$ cat src/rtl/updown_count_arbiter.sv
`default_nettype none
// +--------------------------------------------------------------------------+
// | updown_count_arbiter: round-robin shared up/down counter, one command   |
// | (direction + step count) per grant.                       Revision: 1.0 |
// +--------------------------------------------------------------------------+
module updown_count_arbiter #(
  parameter int WIDTH = 3,
  parameter int STEPW = 4,
  parameter int SAT   = 0
) (
  input  logic             clk,
  input  logic             clr,
  input  logic [1:0]       req,
  input  logic [1:0]       req_dir,
  input  logic [STEPW-1:0] req_steps0,
  input  logic [STEPW-1:0] req_steps1,
  output logic [1:0]       gnt,
  output logic [1:0]       done,
  output logic             busy,
  output logic             cnt_en,
  output logic             mode,
  output logic [WIDTH-1:0] count,
  output logic             lim
);

  typedef enum logic [1:0] {
    S_IDLE = 2'd0,
    S_RUN  = 2'd1,
    S_DONE = 2'd2
  } state_t;

  localparam logic [WIDTH-1:0] C_MAX = '1;

  state_t           r_state;
  logic [WIDTH-1:0] r_count;
  logic [STEPW-1:0] r_rem;
  logic             r_rr_last;
  logic             r_dir;
  logic             r_owner;
  logic [1:0]       r_done;
  logic             r_busy;
  logic             r_cnt_en;
  logic             r_mode;

  logic             w_win;
  logic             w_win_dir;
  logic [STEPW-1:0] w_win_steps;
  logic             w_at_lim;
  logic [WIDTH-1:0] w_next_count;

  // With both requesting, the one that did not win last time takes the grant.
  always_comb begin
    w_win = req[1];
    if (req == 2'b11) begin
      w_win = ~r_rr_last;
    end
  end

  assign w_win_dir   = w_win ? req_dir[1] : req_dir[0];
  assign w_win_steps = w_win ? req_steps1 : req_steps0;

  assign w_at_lim = r_dir ? (r_count == '0) : (r_count == C_MAX);

  always_comb begin
    w_next_count = r_dir ? (r_count - 1'b1) : (r_count + 1'b1);
    if ((SAT != 0) && w_at_lim) begin
      w_next_count = r_count;
    end
  end

  always_ff @(posedge clk) begin
    if (clr) begin
      r_state   <= S_IDLE;
      r_count   <= '0;
      r_rem     <= '0;
      r_rr_last <= 1'b1;
      r_dir     <= 1'b0;
      r_owner   <= 1'b0;
      r_done    <= 2'b00;
      r_busy    <= 1'b0;
      r_cnt_en  <= 1'b0;
      r_mode    <= 1'b0;
    end else begin
      r_done <= 2'b00;
      case (r_state)
        S_IDLE: begin
          if (|req) begin
            r_owner   <= w_win;
            r_dir     <= w_win_dir;
            r_rem     <= w_win_steps;
            r_rr_last <= w_win;
            r_busy    <= 1'b1;
            if (w_win_steps != '0) begin
              r_state  <= S_RUN;
              r_cnt_en <= 1'b1;
              r_mode   <= w_win_dir;
            end else begin
              r_state        <= S_DONE;
              r_done[w_win]  <= 1'b1;
            end
          end
        end
        S_RUN: begin
          r_count <= w_next_count;
          r_rem   <= r_rem - 1'b1;
          if (r_rem == STEPW'(1)) begin
            r_state         <= S_DONE;
            r_cnt_en        <= 1'b0;
            r_mode          <= 1'b0;
            r_done[r_owner] <= 1'b1;
          end
        end
        S_DONE: begin
          r_state <= S_IDLE;
          r_busy  <= 1'b0;
        end
        default: begin
          r_state  <= S_IDLE;
          r_busy   <= 1'b0;
          r_cnt_en <= 1'b0;
          r_mode   <= 1'b0;
        end
      endcase
    end
  end

  // Grant is combinational so a requester sees it in its request cycle.
  always_comb begin
    gnt = 2'b00;
    if ((r_state == S_IDLE) && (|req) && !clr) begin
      gnt = w_win ? 2'b10 : 2'b01;
    end
  end

  assign done   = r_done;
  assign busy   = r_busy;
  assign cnt_en = r_cnt_en;
  assign mode   = r_mode;
  assign count  = r_count;
  assign lim    = r_cnt_en & w_at_lim;

endmodule
`default_nettype wire

$ cat config.mk
export PLATFORM = sky130hd
export DESIGN_NAME = updown_count_arbiter
export DESIGN_NICKNAME = d
export VERILOG_FILES = /design/src/rtl/updown_count_arbiter.sv
export SDC_FILE = /design/constraint.sdc
export NUM_CORES = 1
export LEC_CHECK = 0
export ABC_AREA = 0
export BUFFER_PORTS_ARGS = -buffer_cell sky130_fd_sc_hd__buf_2
export CAP_MARGIN = 10
export CORE_AREA = 2 2 47 49
export CTS_CLUSTER_SIZE = 24
export DETAILED_ROUTE_END_ITERATION = 10
export DIE_AREA = 0 0 49 51
export PLACE_DENSITY = 0.87
export SYNTH_ARGS = -nofsm -noshare
export SYNTH_HDL_FRONTEND = slang
export SYNTH_SLANG_ARGS = --single-unit
$ cat constraint.sdc
create_clock -name clk -period 3.6 [get_ports clk]
set_input_delay 0.54 -clock clk [delete_from_list [all_inputs] [get_ports clk]]
set_output_delay 0.54 -clock clk [all_outputs]
set_load 0.01 [all_outputs]
After elaboration in Yosys (flattened, before gate mapping)
Cells that the tools add are included.
{"block": "word_totals", "regBits": 17, "word_cells": 74, "input_bits": 14}
{"block": "op_classes", "bitwise": 4, "eq_ne": 8, "mux": 30, "n_lt_le_gt_ge": 4, "reduce_logical": 15, "n_addsub": 3}
{"operator": "$mux 2", "count": 8}
{"operator": "$mux 1", "count": 11}
{"operator": "$mux 4", "count": 2}
{"operator": "$pmux 2 s2", "count": 2}
{"operator": "$pmux 4 s2", "count": 1}
{"operator": "$reduce_and 2->1", "count": 4}
{"operator": "$ne 2x2->1 const B", "count": 3}
{"operator": "$pmux 1 s3", "count": 2}
{"operator": "$eq 2x2->1 const B", "count": 2}
{"operator": "$eq 4x1->1 const B", "count": 1}
{"operator": "$logic_and 1x1->1", "count": 4}
{"operator": "$lt 1x2->1 const B", "count": 2}
{"operator": "$reduce_and 4->1", "count": 1}
{"operator": "$reduce_bool 4->1", "count": 1}
{"operator": "$sub 4x1->4 const B", "count": 1}
{"operator": "$add 3x1->3 const B", "count": 1}
{"operator": "$eq 3x3->1 const B", "count": 1}
{"operator": "$logic_not 3->1", "count": 1}
{"operator": "$mux 3", "count": 1}
{"operator": "$not 1->1", "count": 3}
{"operator": "$sub 3x1->3 const B", "count": 1}
{"operator": "$demux 1 s1", "count": 2}
{"operator": "$eq 2x1->1 const B", "count": 1}
{"operator": "$ge 1x1->1 const B", "count": 2}
{"operator": "other kinds (6)", "count": 6}

Logic depth before layout (Yosys ltp)
{"block": "logic_depth", "ltp_word": 9, "depth_mapped": 6}

Least setup slack after synthesis
No wires, ideal clock.
{"block": "synth_timing", "kind": "register to output", "startpoint": "register r_dir", "endpoint": "output port lim", "path_slack_ns": 1.930, "stages_incl_launch_ff": 4, "arrival_ns": 1.130, "n_path_buf": 0, "path_cell_list": "dfxtp_1 > inv_2 > or4_1 > a21boi_1"}
{"block": "synth_via", "elab_chain_len": 2}
{"element": "start: declaration", "line": "38", "source": "logic r_dir;"}
{"element": "start signal: assignment", "line": "89", "source": "r_dir <= w_win_dir;"}
{"element": "$mux 1", "line": "62", "source": "assign w_at_lim = r_dir ? (r_count == '0) : (r_count == C_MAX);"}
{"element": "$and 1x1->1", "line": "140", "source": "assign lim = r_cnt_en & w_at_lim;"}
{"element": "end: declaration", "line": "23", "source": "output logic lim"}
No other way between the ends.

Worst setup path after layout
Same ends and word-level chain as after synthesis.

==> impl_metrics.csv <==
group,metric,value,unit
synthesis,yosys_warnings,0,
outcome,outcome,"complete, no violations",
finish,mostFrequentLayoutCells,"buf_2 (24), dfxtp_1 (17), a21oi_1 (9)",
finish,antennaDiodeCount,0,
placed_design,gp_congestion,0.8737,
timing,setup_violations,0,
pwr,ir_worst_vdd,0.2893,mV
finish,synthToLayoutAreaGrowth,13.21,%
finish,regArea,340.3,sq um
hold_path,hp-class,"flip-flop to flip-flop",
synthesis,synth_top_area_frac,0.3238,
synthesis,yosys-top-cells-area,"dfxtp_1 (32%), a21oi_1 (4.3%), mux2_4 (4.3%)",
clock_tree,cts.sinks,17,
die,die_h,51,um
die,dieArea,2499,sq um
clock_tree,root_buffer,"clkbuf_4",
timing,clock_skew,0.006336,ns
timing,fmax,0.4812,GHz
placed_design,hpwlAfterDp,1.691,mm
grt,overflow,0,
critical_path,reg2reg_from,"r_rr_last$_SDFFE_PP1P_",
route,drc_errors,0,
route,wl_per_cell,13.22,um
die,ios,25,
synthesis,yosysUniqueCellTypes,49,
die,core_area,2063,sq um
critical_path,worstPathRequired,3.06,ns
pwr,p_leak,0.4822,nW
grt,grt_pass1_vias,877,
critical_path,cp_top_family,"simple AND/OR/NAND/NOR gates",
synthesis,syn_inst,112,
timing,rsz0062_at_grt,"no",
route,via_per_inst,5.528,
critical_path,startpoint,"r_dir$_SDFFE_PP0P_",
synthesis,synthFlopType,"dfxtp_1",
synthesis,syn_nets,129,
timing,tightest_slew,0.4935,ns
critical_path,crit_slowest_cell,"or4_1",
synthesis,postSynth.asyncResetShare,0,
critical_path,worst_path_largest_cell_delay,0.50,ns
clock_tree,postCtsSetupBuffers,0,
clock_tree,clockBufferDepth,2,
route,drtPass1Iterations,4,
die,rows,17,
clock_tree,worst_skew_pair.late_latency,0.29,ns
synthesis,synthAdderAreaFrac,0.04286,
finish,multiInputGateArea,638.1,sq um
finish,fin_nets,153,
timing,finalCritPeriodShare,0.5772,
critical_path,end_kind,"output pin",
grt,grtUsageTotal,0.1958,
placed_design,portBuffers,24,
route,via_count,901,
synthesis,synth_edf_count,0,
synthesis,synth.largest_area_cell,"dfxtp_1",
critical_path,path_cells,"inv_2 -> or4_1 -> a21boi_1 -> buf_2",
critical_path,crit_fanout,3,
timing,min_period,2.078,ns
synthesis,synth_compound_area_frac,0.2107,
critical_path,arrival,1.54,ns
synthesis,ys_seq_elements,17,
timing,hold_viol,0,
synthesis,syn_area,1051,sq um
synthesis,yosysSeqAreaShare,0.3238,
grt,grt_pass1_wl,3.774,mm
route,ant_nets,0,
finish,final_core_util,0.5767,
clock_tree,cts_htree_levels,1,
synthesis,synth_top_family_by_area,"simple AND/OR/NAND/NOR gates",
pwr,powerDensity,449.1,nW/um^2
finish,fillers,194,
die,initial_core_util,0.5094,
route,drt_wl_total,2.155,mm
synthesis,synthMuxAreaShare,0.07143,
finish,layout_commonest_cell,"buf_2",
hold_path,worstHoldStart,"busy$_SDFFE_PP0P_",
clock_tree,cts_resized,0,
timing,worst_slew_margin_rel,0.6705,
route,dr.first_iter.drc_count,15,
critical_path,start_kind,"flip-flop",
synthesis,synthSimpleGateAreaFrac,0.2655,
clock_tree,cts_hold_buf,0,
synthesis,synthXorXnorAreaFrac,0.01667,
critical_path,path_class,"flip-flop to output pin",
timing,slew_viol_final,0,
critical_path,path_buf_inv,2,
clock_tree,numCtsBuffers,3,
clock_tree,clk_pin_slew_worst_paths,0.10,ns
synthesis,synth.avg_cell_area,9.384,sq um
die,die_w,49,um
finish,drive_gt1_frac,0.3556,
run,maxCapViolCount,0,
grt,grt_max_degree,23,
timing,finalSetupTns,0,ns
clock_tree,cts_tree,"done",
grt,antenna_found_initial,0,
metal layers:
layer | track usage | wire length [um] | vias up
met5 | 0 | 0 | -
met4 | 0.07143 | 39 | 0
met3 | 0.03509 | 102 | 6
met2 | 0.3584 | 1070 | 30
met1 | 0.2287 | 942 | 416
li1 | - | - | 449
final cells by class:
| class | instances | area share |
|---|---|---|
| repair buffers | 24 | 0.1009 |
| inverters | 8 | 0.02524 |
| clock buffers | 4 | 0.02208 |
| multi-input cells | 82 | 0.5363 |
| flip-flops and latches | 17 | 0.2860 |
| well taps | 28 | 0.02944 |
Yosys cell counts, types with 3 or more instances:
cell type,n
nor3_1,3
nor2_1,6
mux2i_1,3
a211oi_1,3
mux2_4,3
dfxtp_1,17
a21oi_1,9
inv_1,7
nand2b_1,6
nor4_2,3
nand2_1,8
buf_6,3
metrics by stage:
| step | hold WS [ns] | instances | power [mW] | area (sq um) | setup slack [ns] |
|---|---|---|---|---|---|
| 3_5_place_dp | 0.4721 | 159 | 0.4388 | 1164 | 1.638 |
| 5_1_grt | 0.4998 | 163 | 0.5712 | 1190 | 1.442 |
| 6_report | 0.4799 | 163 | 0.5343 | 1190 | 1.522 |
| 4_1_cts | 0.4870 | 163 | 0.5359 | 1190 | 1.518 |
| 2_1_floorplan | 0.4497 | 112 | 0.3920 | 1051 | 1.930 |
| 3_3_place_gp | 0.4624 | 159 | 0.4291 | 1164 | 1.682 |
worst register-to-register path, stage by stage (launching register included):
cell and delay, ns:
dfxtp_1 0.36, a21boi_4 0.38, mux2_4 0.36, a221oi_2 0.27, o32ai_1 0.10
where the power goes:
part	total [mW]	internal [mW]	switching (mW)	leakage [nW]
registers	0.249	0.216	0.0330	0.140
logic	0.186	0.0838	0.102	0.327
clock network	0.0997	0.0431	0.0566	0.0150
total	0.534	0.343	0.192	0.482
flip-flops by register name (all words and copies together), names as in the netlist:
signal	cells
busy	1
r_owner	1
mode	1
done	2
r_dir	1
r_rem	4
count	3
r_state	2
r_rr_last	1
cnt_en	1
path summary, 6_finish.rpt:
check / to / slack [ns] / cells past startpoint
worst max-delay path: lim / 1.52 / 4
worst min-delay path: busy$_SDFFE_PP0P_ / 0.48 / 2
worst max register to register: mode$_SDFFE_PP0P_ / 2.02 / 4
worst min register to register: busy$_SDFFE_PP0P_ / 0.48 / 2
cells by family (layout without fill, tap and decap cells):
logic type | count (synthesis) | count (layout)
buf+inv | 13 | 36
flops | 17 | 17
simple gates | 43 | 43
xor+xnor | 2 | 2
compound gates | 28 | 28
mux | 6 | 6
fa+ha+maj | 3 | 3
(Power assumes the default switching activity.)
